[src/rtl/p2s_multilane_converter.sv]
// Parallel-to-serial converter: buffers N-bit words and emits each as W-bit beats.
// Latency: a word pushed into an empty block at edge t is presented after edge t+1.
// Backpressure: par_ready drops when the input FIFO is full; the shifter holds while ser_ready=0.
//
// Ports
//   clk, rst                  clock (rising edge), asynchronous active-high reset
//   par_data/valid/ready      N-bit word input; par_ready is registered (= FIFO not full)
//   ser_data/valid/ready      W-bit beat output
//   ser_last                  marks the final beat of each word
//   busy                      FIFO non-empty or shifter loaded
// Optional feature: define P2S_PARITY_EN to append an even-parity beat to every word.

// Generic FIFO: holds DEPTH words between a producer and a consumer.
// Latency: a pushed word is visible at pop_dat after the push edge.
// Backpressure: push_rdy is registered and low when full; no pass-through on a full FIFO.
module p2s_fifo #(
    parameter int WIDTH = 8,
    parameter int DEPTH = 2
) (
    input  logic             clk,
    input  logic             rst,
    input  logic             push_vld,
    output logic             push_rdy,
    input  logic [WIDTH-1:0] push_dat,
    output logic             pop_vld,
    input  logic             pop_rdy,
    output logic [WIDTH-1:0] pop_dat
);
    localparam int AW = $clog2(DEPTH);
    localparam int PW = AW + 1;

    logic [WIDTH-1:0] mem [DEPTH];
    logic [PW-1:0]    wr_ptr;
    logic [PW-1:0]    rd_ptr;
    logic [PW-1:0]    wr_ptr_nxt;
    logic [PW-1:0]    rd_ptr_nxt;
    logic             push;
    logic             pop;

    assign push       = push_vld && push_rdy;
    assign pop        = pop_vld && pop_rdy;
    assign pop_vld    = (wr_ptr != rd_ptr);
    assign pop_dat    = mem[rd_ptr[AW-1:0]];
    assign wr_ptr_nxt = wr_ptr + PW'(push);
    assign rd_ptr_nxt = rd_ptr + PW'(pop);

    // Ready is registered from the next-cycle occupancy, so a pop never frees
    // a slot for a push on the same edge.
    always_ff @(posedge clk or posedge rst) begin
        if (rst) begin
            wr_ptr   <= '0;
            rd_ptr   <= '0;
            push_rdy <= 1'b0;
        end else begin
            wr_ptr   <= wr_ptr_nxt;
            rd_ptr   <= rd_ptr_nxt;
            push_rdy <= ((wr_ptr_nxt - rd_ptr_nxt) != PW'(DEPTH));
        end
    end

    always_ff @(posedge clk) begin
        if (push) begin
            mem[wr_ptr[AW-1:0]] <= push_dat;
        end
    end
endmodule

// Word-to-beat serializer with an input FIFO of DEPTH words (DEPTH+1 words total storage).
// Latency: push at edge t into an empty block gives ser_valid=1 after edge t+1.
// Backpressure: beats advance only on ser_valid && ser_ready; par_ready = !full, registered.
module p2s_multilane_converter #(
    parameter int N         = 8,
    parameter int W         = 1,
    parameter int DEPTH     = 2,
    parameter int MSB_FIRST = 1
) (
    input  logic         clk,
    input  logic         rst,
    input  logic [N-1:0] par_data,
    input  logic         par_valid,
    output logic         par_ready,
    output logic [W-1:0] ser_data,
    output logic         ser_valid,
    input  logic         ser_ready,
    output logic         ser_last,
    output logic         busy
);
    localparam int NB = N / W;
`ifdef P2S_PARITY_EN
    localparam int BEATS = NB + 1;
`else
    localparam int BEATS = NB;
`endif
    localparam int CW = $clog2(BEATS);

    // The load step is the IDLE->SHIFT transition itself, so it costs no extra cycle.
    localparam logic [0:0] ST_IDLE  = 1'b0;
    localparam logic [0:0] ST_SHIFT = 1'b1;

    logic [0:0]    state;
    logic [N-1:0]  word_q;
    logic [CW-1:0] cnt;
    logic          fifo_vld;
    logic [N-1:0]  fifo_dat;
    logic          beat_fire;
    logic          last_beat;
    logic          shifter_free;
    logic          load;
    logic [CW-1:0] slice_idx;
    logic [W-1:0]  slice_dat;

    p2s_fifo #(
        .WIDTH (N),
        .DEPTH (DEPTH)
    ) u_fifo (
        .clk      (clk),
        .rst      (rst),
        .push_vld (par_valid),
        .push_rdy (par_ready),
        .push_dat (par_data),
        .pop_vld  (fifo_vld),
        .pop_rdy  (shifter_free),
        .pop_dat  (fifo_dat)
    );

    assign ser_valid = (state == ST_SHIFT);
    assign last_beat = (cnt == CW'(BEATS - 1));
    assign beat_fire = ser_valid && ser_ready;
    // Shifter can take a new word when idle or when its final beat leaves this edge,
    // which is what keeps back-to-back words gap-free.
    assign shifter_free = (state == ST_IDLE) || (beat_fire && last_beat);
    assign load         = fifo_vld && shifter_free;
    assign ser_last     = ser_valid && last_beat;
    assign busy         = fifo_vld || ser_valid;

    // Beat k maps to slice NB-1-k (MSB first) or slice k (LSB first) of the word.
    assign slice_idx = (MSB_FIRST != 0) ? (CW'(NB - 1) - cnt) : cnt;
    assign slice_dat = word_q[slice_idx*W +: W];

    always_comb begin
        ser_data = '0;
        if (ser_valid) begin
`ifdef P2S_PARITY_EN
            if (last_beat) begin
                ser_data[0] = ^word_q;
            end else begin
                ser_data = slice_dat;
            end
`else
            ser_data = slice_dat;
`endif
        end
    end

    always_ff @(posedge clk or posedge rst) begin
        if (rst) begin
            state  <= ST_IDLE;
            word_q <= '0;
            cnt    <= '0;
        end else if (load) begin
            state  <= ST_SHIFT;
            word_q <= fifo_dat;
            cnt    <= '0;
        end else if (beat_fire) begin
            if (last_beat) begin
                state <= ST_IDLE;
                cnt   <= '0;
            end else begin
                cnt <= cnt + CW'(1);
            end
        end
    end
endmodule

[config.mk]
export PLATFORM = sky130hd
export DESIGN_NAME = p2s_multilane_converter
export DESIGN_NICKNAME = d
export VERILOG_FILES = /design/src/rtl/p2s_multilane_converter.sv
export SDC_FILE = /design/constraint.sdc
export NUM_CORES = 1
export LEC_CHECK = 0
export CAP_MARGIN = 40
export CORE_MARGIN = 5
export CORE_UTILIZATION = 40
export CTS_CLUSTER_SIZE = 20
export DETAILED_ROUTE_END_ITERATION = 16
export DONT_BUFFER_PORTS = 1
export GPL_TIMING_DRIVEN = 0
export PLACE_DENSITY = 0.57
export SLEW_MARGIN = 20
export SYNTH_ARGS = -nofsm -noshare
export SYNTH_HDL_FRONTEND = slang
export SYNTH_SLANG_ARGS = --single-unit
[constraint.sdc]
create_clock -name clk -period 2.5 [get_ports clk]
set_input_delay 0.5 -clock clk [delete_from_list [all_inputs] [get_ports clk]]
set_output_delay 0.5 -clock clk [all_outputs]
set_load 0.02 [all_outputs]
==> flow_metrics.env <==
export IMPL_outcome="finished, final reports clean"
export IMPL_cts_sinks=33
export IMPL_clk_latency_ns=0.27
export IMPL_path_buf_inv=0
export IMPL_cts_hold_buf=0
export IMPL_async_reset_ff_share_pct=51.5
export IMPL_worst_path_largest_cell_delay_ns=0.52
export IMPL_synthSimpleGateAreaFrac_pct=8.10
export IMPL_cp_depth=3
export IMPL_ys_warn_count=0
export IMPL_path_delay_family="multiplexers"
export IMPL_skew_ns=0.00394
export IMPL_max_cap_violations=0
export IMPL_worstPathArrival_ns=1.56
export IMPL_pre_cts_ws_ns=0.484
export IMPL_setup_slack_ns=0.445
export IMPL_gp_congestion=0.716
export IMPL_grt_start_max_net_pins=18
export IMPL_cts_tree="yes"
export IMPL_r2r_start="u_fifo.push_rdy"
export IMPL_synthCells=104
export IMPL_crit_chain="mux4_2 -> mux2i_1 -> nor2_1"
export IMPL_cts_inserted_buffers=5
export IMPL_first_iter_violations=23
export IMPL_rr_endpoint="u_fifo.push_rdy"
export IMPL_wl_per_cell_um=13.6
export IMPL_drive_gt1_share_pct=17.9
export IMPL_fmaxAchievable_ghz=0.487
export IMPL_cts_path_max_buffers=2
export IMPL_synth_fa_ha_area_share_pct=3.41
export IMPL_vdd_drop_max_uv=459
export IMPL_rsz0062_at_grt="false"
export IMPL_diodes=0
export IMPL_io_buffers=0
export IMPL_fin_crit_sh_pct=82.2
export IMPL_vias=787
export IMPL_core_area_um2=3610
export IMPL_critPathMaxFanout=5
export IMPL_syn_nets=120
export IMPL_end_kind="output port"
export IMPL_finalHoldViolCount=0
export IMPL_ys_seq_area_share_pct=61.7
export IMPL_setup_viol=0
export IMPL_drc=0
export IMPL_synth_top_family_by_area="multiplexers"
export IMPL_power_leakage_nw=0.661
export IMPL_worst_setup_path_type="flop to output port"
export IMPL_start_util_pct=40.7
export IMPL_nFillCells=343
export IMPL_fin_hold_ws_ns=0.193
export IMPL_synth_xor_area_share_pct=5.12
export IMPL_synth_mux_area_fraction_pct=9.89
export IMPL_synthDistinctLibCells=32
export IMPL_synthFlopType="dfrtp_1"
export IMPL_fin_setup_tns_ns=0
export IMPL_start_kind="flop"
export IMPL_nets=127
export IMPL_io_pins=17
export IMPL_worst_ep_required_time_ns=2.00
export IMPL_antenna_found_initial=0
export IMPL_slowest_stage="mux4_2"
export IMPL_r2r_setup_slack_ns=0.52
export IMPL_synth_seq_cells=33
export IMPL_wl_um=2180
export IMPL_overflow=0
export IMPL_vias_per_cell=4.92
export IMPL_hpwl_um=1610
export IMPL_cts_repair_resized=0
export IMPL_row_count=22
export IMPL_post_cts_buffers=0
export IMPL_ant_nets=0
export IMPL_synth_area_um2=1470
export IMPL_cts_clk_slew_worst_paths_ns=0.07
export IMPL_htreeDepth=2
export IMPL_grt_total_usage_pct=9.55
export IMPL_final_min_clock_period_ns=2.06
export IMPL_slew_headroom_pct=57.3
export IMPL_root_buffer="clkbuf_8"
export IMPL_synth_compound_area_share_pct=7.33
export IMPL_p_total_mw=1.95
export IMPL_area_delta_synth_final_pct=9.97
export IMPL_die_w_um=70.6
export IMPL_worst_pin_slew_ns=0.639
export IMPL_die_h_um=70.6
export IMPL_worstRegToRegCells=6
export IMPL_hold_class="primary input to async pin"
export IMPL_power_density_nw_per_um2=1210
export IMPL_grt_pass1_wl_um=3670
export IMPL_grt_pass1_vias=817
export IMPL_first_pass_iters=4
export IMPL_fin_util_pct=44.8
export IMPL_synth_edff_count=16
export IMPL_syn_area_per_cell_um2=14.1
export IMPL_drv_slew=0
export IMPL_die_area_um2=4980
synth_stat cells (all sizes together) (2+ instances only):
cell type / number / area share, %
a21oi: 8 / 3.2
and2: 2 / 0.85
buf: 4 / 3.4
dfrtp: 17 / 29
edfxtp: 16 / 33
ha: 4 / 3.4
inv: 4 / 1.0
mux2i: 10 / 6.8
mux4: 2 / 3.1
nand2: 4 / 1.0
nor2: 11 / 3.2
o21ai: 2 / 0.68
xnor2: 2 / 1.2
xor2: 4 / 2.4
layout by cell type, fill, tap and decap left out, types with 2 or more instances in the layout:
cell type	count
a21oi_2	2
clkbuf_8	5
nor2_2	2
xor2_1	4
mux2i_1	10
o21ai_0	2
dfrtp_1	17
nor2_1	9
buf_6	2
a21oi_1	6
edfxtp_1	16
xnor2_1	2
mux4_2	2
ha_1	4
and2_1	2
nand2_1	4
inv_1	4
clkinv_2	2
per-layer routing:
metal	vias up	share of wire, %	global-route usage, %
li1	384	-	-
met4	0	0.46	4.38
met1	387	44	10.7
met5	-	0	0
met2	14	50	15.2
met3	2	6.4	4.97
flip-flops by register name (all words and copies together) (netlist names):
register,flops
cnt,3
u_fifo.rd_ptr,2
u_fifo.push_rdy,1
u_fifo.mem,16
ser_valid,1
u_fifo.wr_ptr,2
word_q,8
area by class of cell:
type / count / area [um2] / area share, %
clock inverters: 3 / 17.5 / 1.09
flip-flops and latches: 33 / 906 / 56.1
plain buffers: 4 / 50.0 / 3.10
multi-input cells: 63 / 497 / 30.8
well taps: 48 / 60.1 / 3.72
inverters: 4 / 15.0 / 0.930
clock buffers: 5 / 68.8 / 4.26
power by group:
group          total (mW)  switching [mW]  leakage [nW]  internal [mW]
sequential          0.888           0.124         0.343          0.764
clock               0.378           0.186        0.0439          0.192
combinational       0.684           0.348         0.275          0.337
worst register-to-register path: stages, from the launching register on:
cell	delay (ns)
dfrtp_1	0.45
and2_1	0.19
ha_1	0.47
xnor3_1	0.34
and3_1	0.20
mux2i_1	0.13
o31a_1	0.15
stage by stage:
step | std cells | cell area [um2]
after CTS | 160 | 1610
after floorplan | 104 | 1470
after global routing | 160 | 1610
after detailed placement | 152 | 1530
final | 160 | 1610
after global placement | 152 | 1530
worst max path at each step:
stage	startpoint	end	slack, ns
6_report	cnt[2]	ser_data	0.44
4_1_cts	cnt[2]	ser_data	0.41
5_1_grt	cnt[2]	ser_data	0.35
2_1_floorplan	par_valid	u_fifo.push_rdy	0.72
3_3_place_gp	par_valid	u_fifo.push_rdy	0.52
3_5_place_dp	par_valid	u_fifo.push_rdy	0.48
cell families (layout without fill, tap and decap cells):
logic type | count (synthesis) | count (layout)
compound gates | 16 | 16
xor+xnor | 7 | 7
fa+ha+maj | 4 | 4
buf+inv | 8 | 16
flops | 33 | 33
mux | 12 | 12
simple gates | 24 | 24
No activity file was read; power rests on OpenSTA's default activity.
